[config.mk]
export PLATFORM = sky130hd
export DESIGN_NAME = branch_update_queue
export DESIGN_NICKNAME = d
export VERILOG_FILES = /design/src/rtl/bq_pkg.sv /design/src/rtl/bq_fifo.sv /design/src/rtl/branch_update_queue.sv
export SDC_FILE = /design/constraint.sdc
export NUM_CORES = 1
export LEC_CHECK = 0
export CAP_MARGIN = 10
export CORE_MARGIN = 2
export CORE_UTILIZATION = 55
export DETAILED_ROUTE_END_ITERATION = 10
export PLACE_DENSITY = 0.73
export SLEW_MARGIN = 40
export SYNTH_ARGS = -nofsm -noshare
export SYNTH_HDL_FRONTEND = slang
export SYNTH_SLANG_ARGS = --single-unit
[constraint.sdc]
create_clock -name CLK -period 7.7 [get_ports CLK]
set_clock_uncertainty 0.15 [all_clocks]
set_input_delay 1.54 -clock CLK [delete_from_list [all_inputs] [get_ports CLK]]
set_output_delay 1.54 -clock CLK [all_outputs]
set_load 0.01 [all_outputs]
[src/rtl/bq_pkg.sv]
// Shared definitions for the branch update queue.
//   BQ_DEPTH       : default number of in-flight branch entries
//   NO_UPDATE_ADDR : predictor-update address meaning "no update this cycle"
//   bq_entry_t     : one queued branch {PC, predicted direction}
//   bq_err_e       : cause of a protocol error (the output flag is sticky)
package bq_pkg;

    localparam int unsigned BQ_DEPTH       = 8;
    localparam logic [31:0] NO_UPDATE_ADDR = 32'h0;

    typedef struct packed {
        logic [31:0] addr;
        logic        taken;
    } bq_entry_t;

    typedef enum logic [1:0] {
        ERR_NONE      = 2'd0,
        ERR_OVERFLOW  = 2'd1,  // push while full with no same-cycle pop
        ERR_UNDERFLOW = 2'd2,  // resolve while empty
        ERR_NULL_ADDR = 2'd3   // push of the reserved address 0
    } bq_err_e;

endpackage

[src/rtl/bq_fifo.sv]
// Parameterised circular buffer of bq_entry_t.
// Ports:
//   clk, rst_n : clock, asynchronous active-low reset (pointers/count only)
//   push, pop  : pre-qualified enables (caller guarantees no overflow/underflow)
//   flush      : discard all entries at the next edge (a same-cycle pop still reads)
//   wr_entry   : entry written on push
//   head       : oldest entry (combinational read at rd_ptr)
//   count      : number of valid entries, registered
module bq_fifo
    import bq_pkg::*;
#(
    parameter int unsigned DEPTH = BQ_DEPTH,
    parameter int unsigned PTR_W = $clog2(DEPTH)
) (
    input  logic             clk,
    input  logic             rst_n,
    input  logic             push,
    input  logic             pop,
    input  logic             flush,
    input  bq_entry_t        wr_entry,
    output bq_entry_t        head,
    output logic [PTR_W:0]   count
);

    bq_entry_t        mem_q [DEPTH];
    logic [PTR_W-1:0] wr_ptr_q, wr_ptr_d;
    logic [PTR_W-1:0] rd_ptr_q, rd_ptr_d;
    logic [PTR_W:0]   count_q, count_d;

    // Pointers wrap naturally because DEPTH is a power of two.
    always_comb begin
        wr_ptr_d = wr_ptr_q;
        rd_ptr_d = rd_ptr_q;
        count_d  = count_q;
        if (push) wr_ptr_d = wr_ptr_q + PTR_W'(1);
        if (pop)  rd_ptr_d = rd_ptr_q + PTR_W'(1);
        if (push && !pop)      count_d = count_q + (PTR_W+1)'(1);
        else if (pop && !push) count_d = count_q - (PTR_W+1)'(1);
        if (flush) begin
            rd_ptr_d = wr_ptr_d;
            count_d  = '0;
        end
    end

    always_ff @(posedge clk or negedge rst_n) begin
        if (!rst_n) begin
            wr_ptr_q <= '0;
            rd_ptr_q <= '0;
            count_q  <= '0;
        end else begin
            wr_ptr_q <= wr_ptr_d;
            rd_ptr_q <= rd_ptr_d;
            count_q  <= count_d;
        end
    end

    // Storage is intentionally not reset.
    always_ff @(posedge clk) begin
        if (push) mem_q[wr_ptr_q] <= wr_entry;
    end

    assign head  = mem_q[rd_ptr_q];
    assign count = count_q;

endmodule

[src/rtl/branch_update_queue.sv]
// Tracks in-flight predicted branches and produces the predictor update stream.
// Ports:
//   CLK, RESET                  : clock, asynchronous active-low reset
//   Pred_valid/addr/taken       : fetch pushes a predicted conditional branch
//   Resolve_valid/taken         : execute resolves the oldest branch (in order)
//   Flush                       : squash all outstanding entries
//   Branch_resolved(_addr)      : registered update pulse; addr 0 = no update
//   Mispredict                  : registered one-cycle mispredict pulse
//   Full, Empty, Count          : occupancy, from the registered count
//   Mispredict_count            : saturating mispredict total
//   Error                       : sticky protocol error flag
module branch_update_queue
    import bq_pkg::*;
#(
    parameter int unsigned DEPTH = BQ_DEPTH,
    parameter int unsigned PTR_W = $clog2(DEPTH)
) (
    input  logic             CLK,
    input  logic             RESET,
    input  logic             Pred_valid,
    input  logic [31:0]      Pred_addr,
    input  logic             Pred_taken,
    input  logic             Resolve_valid,
    input  logic             Resolve_taken,
    input  logic             Flush,
    output logic             Branch_resolved,
    output logic [31:0]      Branch_resolved_addr,
    output logic             Mispredict,
    output logic             Full,
    output logic             Empty,
    output logic [PTR_W:0]   Count,
    output logic [31:0]      Mispredict_count,
    output logic             Error
);

    bq_entry_t      head;
    bq_entry_t      wr_entry;
    logic [PTR_W:0] count;
    logic           do_push, do_pop;
    bq_err_e        err_cause;

    logic           br_taken_q, br_taken_d;
    logic [31:0]    br_addr_q, br_addr_d;
    logic           mispredict_q, mispredict_d;
    logic [31:0]    mp_count_q, mp_count_d;
    logic           error_q, error_d;

    assign Full  = (count == (PTR_W+1)'(DEPTH));
    assign Empty = (count == '0);

    assign wr_entry = '{addr: Pred_addr, taken: Pred_taken};

    // A resolve never bypasses to a same-cycle push: pop depends only on
    // the registered occupancy.
    assign do_pop  = Resolve_valid && !Empty;
    assign do_push = Pred_valid && !Flush && (Pred_addr != NO_UPDATE_ADDR)
                     && (!Full || do_pop);

    bq_fifo #(.DEPTH(DEPTH), .PTR_W(PTR_W)) u_fifo (
        .clk      (CLK),
        .rst_n    (RESET),
        .push     (do_push),
        .pop      (do_pop),
        .flush    (Flush),
        .wr_entry (wr_entry),
        .head     (head),
        .count    (count)
    );

    // A push squashed by Flush is not an error.
    always_comb begin
        err_cause = ERR_NONE;
        if (Resolve_valid && Empty)
            err_cause = ERR_UNDERFLOW;
        else if (Pred_valid && !Flush && Pred_addr == NO_UPDATE_ADDR)
            err_cause = ERR_NULL_ADDR;
        else if (Pred_valid && !Flush && Full && !do_pop)
            err_cause = ERR_OVERFLOW;
    end

    always_comb begin
        br_addr_d    = do_pop ? head.addr : NO_UPDATE_ADDR;
        br_taken_d   = do_pop && Resolve_taken;
        mispredict_d = do_pop && (head.taken != Resolve_taken);
        mp_count_d   = mp_count_q;
        if (mispredict_d && mp_count_q != '1) mp_count_d = mp_count_q + 32'd1;
        error_d      = error_q || (err_cause != ERR_NONE);
    end

    always_ff @(posedge CLK or negedge RESET) begin
        if (!RESET) begin
            br_taken_q   <= 1'b0;
            br_addr_q    <= '0;
            mispredict_q <= 1'b0;
            mp_count_q   <= '0;
            error_q      <= 1'b0;
        end else begin
            br_taken_q   <= br_taken_d;
            br_addr_q    <= br_addr_d;
            mispredict_q <= mispredict_d;
            mp_count_q   <= mp_count_d;
            error_q      <= error_d;
        end
    end

    assign Branch_resolved      = br_taken_q;
    assign Branch_resolved_addr = br_addr_q;
    assign Mispredict           = mispredict_q;
    assign Mispredict_count     = mp_count_q;
    assign Error                = error_q;
    assign Count                = count;

endmodule

# After elaboration in Yosys (flattened, before gate mapping)
# Memories as Yosys holds them, arrays and structs flattened.
# Index checks and enable logic that the tools add are counted.
# word_totals
register_bits	77
ramBits	264
in_bits	39
out_inout_bits	73
elab_cells	55
mem_count	1
# op_classes
n_addsub	5
n_eq_ne	3
mux	12
reduce_logical	26
# memory_table
name	depth	word_bits	rd	rd_ports_with_merged_regs	wr	line_no	source
u_fifo.mem_q	8	33	1	0	1	bq_fifo.sv:25	bq_entry_t mem_q [DEPTH];
# ops
op	count
$add A32 B1 Y32 const B	1
$logic_not A32 Y1	1
$mux W32	1
$ne A32 B32 Y1 const B	1
$reduce_bool A32 Y1	1
$logic_and A1 B1 Y1	13
$mux W4	3
$mux W3	3
$add A3 B1 Y3 const B	2
$logic_not A1 Y1	5
$add A4 B1 Y4 const B	1
$eq A4 B4 Y1 const B	1
$logic_not A4 Y1	1
$mux W2	2
$reduce_bool A2 Y1	2
$sub A4 B1 Y4 const B	1
$mux W1	3
$reduce_bool A3 Y1	1
$logic_or A1 B1 Y1	2
$ne A1 B1 Y1	1

# Depth between registers and ports, before layout
# Gate-level depths: netlist of the first run.
# logic_depth
depth_word	10
depth_mapped	12
depth_no_buf	10

# Modules after synthesis
# A second synthesis of the first run with hierarchy kept.
# hier_totals
hier_cells	699
hier_area_um2	13528.0
# by_module_without_submodules
mod	instances	cells_per_inst	area_each_um2	seq_area_each_um2
bq_fifo	1	448	10675.2	8177.8
branch_update_queue	1	251	2852.7	1676.6

# Worst setup path before layout of the first run
# Ideal clock, no wire load.
# synth_timing
kind	input port to flip-flop
start	in Pred_valid
end	mem u_fifo.mem_q[4][0] in the netlist's numbering, enable pin
setup_time_ns	0.518
arrival_time_ns	5.535
required_time_ns	7.032
path_slack_ns	1.496
stages	4
path_buffers	1
cell_sequence	nor2b_1 > o221ai_1 > buf_2 > nor4b_1
# synth_via
elab_chain_cells	5
# synth_rtl
item	line_no	source
start: declaration	branch_update_queue.sv:20	input logic Pred_valid,
$logic_and A1 B1 Y1 (2 in series)	branch_update_queue.sv:56	assign do_push = Pred_valid && !Flush && (Pred_addr != NO_UPDATE_ADDR)
$logic_and A1 B1 Y1	branch_update_queue.sv:57	&& (!Full || do_pop);
$mux W1	bq_fifo.sv:59	if (push) mem_q[wr_ptr_q] <= wr_entry;
$mux W1 (implied by the code)	bq_fifo.sv:59	
end: declaration	bq_fifo.sv:25	
# No other way between the ends.

# Worst setup path after layout of the first run
# layout_timing
start	in Pred_addr[16]
end	reg u_fifo.count_q[3], in the netlist u_fifo.count[3]
# layout_via
elab_chain_cells	6
elab_cells_between_ends	9
classes_between	mux (2); reduce/logical (7)
# layout_rtl
item	line_no	source
start: declaration	branch_update_queue.sv:21	input logic [31:0] Pred_addr,
$reduce_bool A32 Y1 (*)	branch_update_queue.sv:56	
$logic_and A1 B1 Y1 (*)	branch_update_queue.sv:56	
$logic_and A1 B1 Y1 (*)	branch_update_queue.sv:57	
$logic_and A1 B1 Y1 / $logic_not A1 Y1 (equally long branches)	bq_fifo.sv:37, bq_fifo.sv:38	
$mux W4 / $logic_and A1 B1 Y1 (equally long branches)	bq_fifo.sv:37, bq_fifo.sv:38	
$mux W4 / $reduce_bool A3 Y1 (equally long branches)	--	
end signal: assignment	bq_fifo.sv:53	count_q <= count_d;
end: declaration	bq_fifo.sv:28	logic [PTR_W:0] count_q, count_d;
# Every way passes the cells marked *; elsewhere a longest branch is shown, timed or not.
# A chain may end at the register's enable or synchronous reset.

==> impl_metrics.env, run 1 <==
export IMPL_synth_edf_count=264
export IMPL_dieArea_um2=25400
export IMPL_max_freq_mhz=216
export IMPL_cts_setup_buffers=0
export IMPL_cts_htree_levels=2
export IMPL_grt_pass1_vias=7174
export IMPL_crit_required_ns=7.95
export IMPL_core_area_um2=23600
export IMPL_peakVddDrop_mv=0.267
export IMPL_cp_buffers_inverters=2
export IMPL_synthArstFlopShare_pct=22.6
export IMPL_fin_nets=879
export IMPL_r2r_slack_ns=4.21
export IMPL_cts_num_sinks=341
export IMPL_worst_slew_margin_rel_pct=49.6
export IMPL_port_buffers=111
export IMPL_rsz0062_at_grt="no"
export IMPL_report_final_slew_viol_count=0
export IMPL_ys_types=48
export IMPL_min_period_ns=4.62
export IMPL_place_area_um2=14800
export IMPL_hpwl_um=15500
export IMPL_end_kind="register"
export IMPL_firstDrtPassIters=5
export IMPL_io_pins=112
export IMPL_grt_pass1_wl_um=41500
export IMPL_fin_util_pct=68.0
export IMPL_die_w_um=159
export IMPL_rows=56
export IMPL_cts_buffer_depth=3
export IMPL_clock_latency_ns=0.52
export IMPL_yosys_register_bits=341
export IMPL_holdCritStartpoint="Mispredict_count[9]"
export IMPL_path_clk_slew_ns=0.06
export IMPL_avgRoutedWirePerCell_um=22.6
export IMPL_grt_usage_pct=21.5
export IMPL_cts_resized=0
export IMPL_cap_violations=0
export IMPL_final_antenna_net_count=0
export IMPL_diodes=0
export IMPL_yosysSeqAreaShare_pct=74.2
export IMPL_synth_top_cell_area_share_pct=59.7
export IMPL_outcome="finished, final reports clean"
export IMPL_setup_ws_ns=3.08
export IMPL_vias=6816
export IMPL_worstPathArrival_ns=4.87
export IMPL_critical_path_class="input port to register"
export IMPL_die_h_um=159
export IMPL_first_iter_violations=543
export IMPL_cts_root_buf="clkbuf_16"
export IMPL_worst_slew_pin_slew_ns=0.756
export IMPL_synth_most_common_cell="edfxtp_1"
export IMPL_whs_endpoint="Mispredict_count[9]"
export IMPL_ys_flop_type="edfxtp_1"
export IMPL_path_cells="clkdlybuf4s50_1 > nor4_1 > nand4_1 > o221ai_1 > buf_4 > nand2b_1 > ha_1 > a21o_1 > a21oi_1 > nor2_1 > mux2i_1 > mux2_2"
export IMPL_yosys_top_cells_count="264 x edfxtp_1, 77 x dfrtp_1, 65 x mux4_2"
export IMPL_powerDensity_nw_per_um2=344
export IMPL_min_path_cells=1
export IMPL_drive_gt1_share_pct=18.6
export IMPL_hold_violations=0
export IMPL_start_util_pct=56.2
export IMPL_place_gp_congestion=0.791
export IMPL_syn_instance_count=700
export IMPL_setup_tns_ns=0
export IMPL_multi_input_area_um2=3320
export IMPL_cts_tree="yes"
export IMPL_antenna_found_initial=0
export IMPL_yosysWarnings=0
export IMPL_fin_crit_sh_pct=60.0
export IMPL_cpPeakStageDelay_ns=0.60
export IMPL_crit_slowest_cell="nor4_1"
export IMPL_cts_hold_buffers=0
export IMPL_cp_top_family="simple AND/OR/NAND/NOR gates"
export IMPL_fillers=1554
export IMPL_start_kind="input port"
export IMPL_synth_area_um2=13300
export IMPL_hold_class="register to register"
export IMPL_seq_area_um2=9860
export IMPL_wl_um=26600
export IMPL_post_drt_via_cell_ratio=5.78
export IMPL_cts_made_buffers=35
export IMPL_r2r_end="Mispredict_count[1]"
export IMPL_place_ws_ns=2.59
export IMPL_r2r_start="u_fifo.rd_ptr_q[0]"
export IMPL_synthTopCellsByArea="edfxtp_1 60%, dfrtp_1 15%, mux4_2 11%, mux2i_1 2.9%, xnor2_1 1.6%"
export IMPL_fin_area_um2=16100
export IMPL_rr_worst_depth=7
export IMPL_drc=0
export IMPL_area_growth_pct=21.0
export IMPL_synth_largest_area_cell="edfxtp_1"
export IMPL_grt_start_max_net_pins=68
export IMPL_synth_nets=745
export IMPL_setup_violations_final=0
export IMPL_grt_overflow_total=0
export IMPL_syn_avg_cell_area_um2=19.0
export IMPL_leakage_nw=5.59
export IMPL_path_max_fanout=11
through the flow:
step                instances  hold slack [ns]  power [mW]
detailed placement       1116            0.330        3.85
global placement         1116            0.319        3.82
floorplan                 700            0.365        3.32
global route             1180            0.362        5.76
finish                   1180            0.339        5.53
CTS                      1180            0.342        5.58
how the worst max path moves through the flow:
stage | startpoint | end | slack, ns | cells after the start
global placement | Pred_addr[19] | u_fifo.count[3] | 2.64 | 12
floorplan | Pred_valid | u_fifo.mem_q[4][0] | 1.50 | 4
detailed placement | Pred_addr[16] | u_fifo.count[3] | 2.59 | 12
CTS | Pred_addr[16] | u_fifo.count[3] | 3.13 | 12
finish | Pred_addr[16] | u_fifo.count[3] | 3.08 | 12
global route | Pred_addr[19] | u_fifo.count[3] | 2.95 | 12
flip-flops by register name (all words and copies together) (netlist names):
register / count
u_fifo.count: 4
u_fifo.rd_ptr_q: 3
Branch_resolved_addr: 32
u_fifo.mem_q: 264
Mispredict: 1
Error: 1
Mispredict_count: 32
u_fifo.wr_ptr_q: 3
Branch_resolved: 1
placed cells by master, fill, tap and decap left out, types with 14 or more instances in the layout:
| master | instances |
|---|---|
| edfxtp_1 | 264 |
| clkdlybuf4s50_1 | 110 |
| dfrtp_1 | 74 |
| mux4_2 | 65 |
| nor2_1 | 48 |
| mux2i_1 | 38 |
| clkbuf_16 | 36 |
| xnor2_1 | 25 |
| nand2_1 | 17 |
| nand3_1 | 17 |
| buf_4 | 16 |
| nand4_1 | 14 |
cell families after synthesis:
| logic type | after synthesis | share of synthesized area [%] |
|---|---|---|
| AO/OA/AOI/OAI | 14 | 0.905 |
| multiplexers | 110 | 14.6 |
| XOR/XNOR | 37 | 2.44 |
| buffers and inverters | 41 | 1.28 |
| adder cells (fa/ha/maj) | 6 | 0.622 |
| flip-flops | 341 | 74.2 |
| AND/OR/NAND/NOR | 151 | 5.95 |
per-layer routing:
metal / GRT usage, % / vias up / share of wire, %
met1: 28.5 / 3509 / 41
met5: 0 / - / 0
met2: 37.5 / 249 / 52
met3: 3.31 / 35 / 5.6
met4: 6.07 / 0 / 1.8
li1: - / 3023 / -
final cells by class:
| class | instances | area share (%) |
|---|---|---|
| clock inverters | 19 | 1.48 |
| multi-input cells | 318 | 20.6 |
| inverters | 10 | 0.234 |
| repair buffers | 128 | 7.76 |
| flip-flops and latches | 341 | 61.4 |
| well taps | 319 | 2.48 |
| clock buffers | 45 | 6.01 |
power breakdown:
part	internal, mW	leakage (nW)	switching, mW	total, mW
combinational	0.732	1.60	0.702	1.43
clock	1.06	0.579	0.678	1.74
sequential	2.21	3.41	0.141	2.36
worst register-to-register path, cell delays in order, from the launching register on:
cell and delay, ns:
dfrtp_4 0.64, clkbuf_8 0.64, mux2i_1 0.28, mux4_2 0.53
mux2i_4 0.36, inv_2 0.26, and2_4 0.23, mux2_4 0.29
(Power assumes the default switching activity.)
==> inputs of run 2 (changes only) <==
--- a/config.mk
+++ b/config.mk
@@ -7,7 +7,7 @@
 export LEC_CHECK = 0
 export CAP_MARGIN = 10
 export CORE_MARGIN = 2
-export CORE_UTILIZATION = 55
+export CORE_UTILIZATION = 52
 export DETAILED_ROUTE_END_ITERATION = 10
 export PLACE_DENSITY = 0.73
 export SLEW_MARGIN = 40
==> constraint.sdc (replaced) <==
create_clock -name CLK -period 3.8 [get_ports CLK]
set_clock_uncertainty 0.15 [all_clocks]
set_input_delay 0.76 -clock CLK [delete_from_list [all_inputs] [get_ports CLK]]
set_output_delay 0.76 -clock CLK [all_outputs]
set_load 0.01 [all_outputs]
==> run 2 against run 1 <==
Against the previous run:
- flip-flop and latch count is the same
- total power is 110% higher
- clock-buffer cell count increased by 2
- critical path type unchanged
- largest cell class unchanged
==> impl_metrics.env, run 2 (synthesized netlist as in run 1, its figures left out) <==
export IMPL_cts_hold_buffers=0
export IMPL_clock_latency_ns=0.52
export IMPL_cap_violations=0
export IMPL_cts_tree="yes"
export IMPL_end_kind="register"
export IMPL_start_kind="input port"
export IMPL_cts_num_sinks=341
export IMPL_report_final_slew_viol_count=0
export IMPL_hold_violations=0
export IMPL_die_w_um=164
export IMPL_peakVddDrop_mv=0.444
export IMPL_met2_length_um=14300
export IMPL_routed_top_layer="met4"
export IMPL_swShare_pct=27.9
export IMPL_layout_common_cells="264 x edfxtp_1, 110 x clkdlybuf4s50_1, 74 x dfrtp_1"
export IMPL_switchingPower_mw=3.18
export IMPL_setup_violations_final=0
export IMPL_port_buffers=111
export IMPL_largest_reg_flops=264
export IMPL_min_period_ns=3.54
export IMPL_dieArea_um2=26800
export IMPL_path_cells="clkdlybuf4s50_1 > nor4_1 > nand4_1 > buf_4 > o221ai_1 > nand2b_1 > ha_1 > a21o_1 > a21oi_1 > nor2_1 > mux2i_1 > mux2_2"
export IMPL_outcome="finished, final reports clean"
export IMPL_cts_resized=0
export IMPL_worstPathArrival_ns=3.78
export IMPL_cts_setup_buffers=0
export IMPL_cp_buffers_inverters=2
export IMPL_post_drt_via_cell_ratio=5.78
export IMPL_seq_power_share_pct=42.3
export IMPL_crit_required_ns=4.04
export IMPL_setup_tns_ns=0
export IMPL_fin_crit_sh_pct=93.3
export IMPL_placedCellCount=1172
export IMPL_fin_nets=927
export IMPL_hpwl_um=16500
export IMPL_start_util_pct=52.9
export IMPL_final_antenna_net_count=0
export IMPL_path_max_fanout=3
export IMPL_cts_made_buffers=36
export IMPL_core_area_um2=25100
export IMPL_path_clk_slew_ns=0.06
export IMPL_p_clk_share_pct=31.1
export IMPL_power_frac_comb_pct=26.6
export IMPL_met3WireLength_um=1400
export IMPL_fin_util_pct=66.2
export IMPL_vias=7173
export IMPL_area_growth_pct=25.1
export IMPL_critical_path_class="input port to register"
export IMPL_die_h_um=164
export IMPL_first_iter_violations=653
export IMPL_io_pins=112
export IMPL_p_int_mw=8.21
export IMPL_firstDrtPassIters=5
export IMPL_drc=0
export IMPL_avgRoutedWirePerCell_um=22.4
export IMPL_rows=58
export IMPL_grt_overflow_total=0
export IMPL_wl_met1_um=11500
export IMPL_grt_pass1_wl_um=43800
export IMPL_cpPeakStageDelay_ns=0.66
export IMPL_crit_slowest_cell="nor4_1"
export IMPL_grt_usage_pct=21.6
export IMPL_place_gp_congestion=0.833
export IMPL_top_register="u_fifo.mem_q"
export IMPL_leakage_nw=5.88
export IMPL_cp_top_family="simple AND/OR/NAND/NOR gates"
export IMPL_cts_root_buf="clkbuf_16"
export IMPL_worst_slew_pin_slew_ns=0.797
export IMPL_worst_slew_margin_rel_pct=46.4
export IMPL_grt_pass1_vias=7584
export IMPL_antenna_found_initial=1
export IMPL_grt_start_max_net_pins=71
export IMPL_max_freq_mhz=282
export IMPL_drive_gt1_share_pct=22.9
export IMPL_place_area_um2=15400
export IMPL_wl_um=27900
export IMPL_fin_area_um2=16600
export IMPL_cts_htree_levels=2
export IMPL_rsz0062_at_grt="no"
export IMPL_hold_class="input port to async pin"
export IMPL_finalNonFillerCells=1241
export IMPL_powerDensity_nw_per_um2=685
export IMPL_worst_hold_slack_ns=0.125
export IMPL_cts_buffer_depth=3
export IMPL_layout_commonest_cell="edfxtp_1"
[run 2: cell types whose count changed in the layout (fill, tap and decap cells not counted), sizes merged]
| cell | delta |
|---|---|
| bufinv | -1 |
| buf | +48 |
| clkinvlp | -2 |
| inv | -2 |
| clkbuf | +1 |
| diode | +1 |
| clkinv | +5 |
[run 2: power by group through the flow]
stage               clock [mW]  sequential [mW]  combinational [mW]
floorplan                    0             4.82                1.91
global placement             0             4.86                2.99
detailed placement           0             4.89                3.07
CTS                       3.59             4.82                3.08
global route              3.75             4.86                3.29
finish                    3.54             4.82                3.03
[run 2: per-stage QoR]
stage / power [mW] / worst slack (ns)
after global routing: 11.9 / 0.0729
after CTS: 11.5 / 0.265
after global placement: 7.85 / -0.251
after floorplan: 6.73 / 0.0110
final: 11.4 / 0.255
after detailed placement: 7.96 / -0.253
[run 2: per-layer routing]
layer	global-route usage, %	up-vias
met4	6.26	0
met2	37.2	254
met1	28.9	3726
met5	0	-
met3	3.38	54
li1	-	3139
[run 2: path summary, 6_finish.rpt]
| kind | depth (start not counted) | start | slack [ns] | to |
|---|---|---|---|---|
| max | 12 | Pred_addr[6] | 0.26 | u_fifo.count[3] |
| min | 1 | RESET | 0.13 | Branch_resolved_addr[2] |
| max reg2reg | 8 | u_fifo.count[0] | 1.06 | u_fifo.count[3] |
| min reg2reg | 1 | Mispredict_count[27] | 0.35 | Mispredict_count[27] |
| max in group asynchronous | 2 | RESET | 2.78 | Mispredict_count[16] |
| min in group CLK | 1 | Mispredict_count[27] | 0.35 | Mispredict_count[27] |
[run 2: layout make-up]
class	count	area (µm²)
antenna	1	2.50
clock buffer	47	1000
clock inverter	19	203
fill	1671	8490
inverter	10	37.5
multi-input combinational	318	3350
sequential	341	9860
tap	330	413
timing repair buffer	175	1740
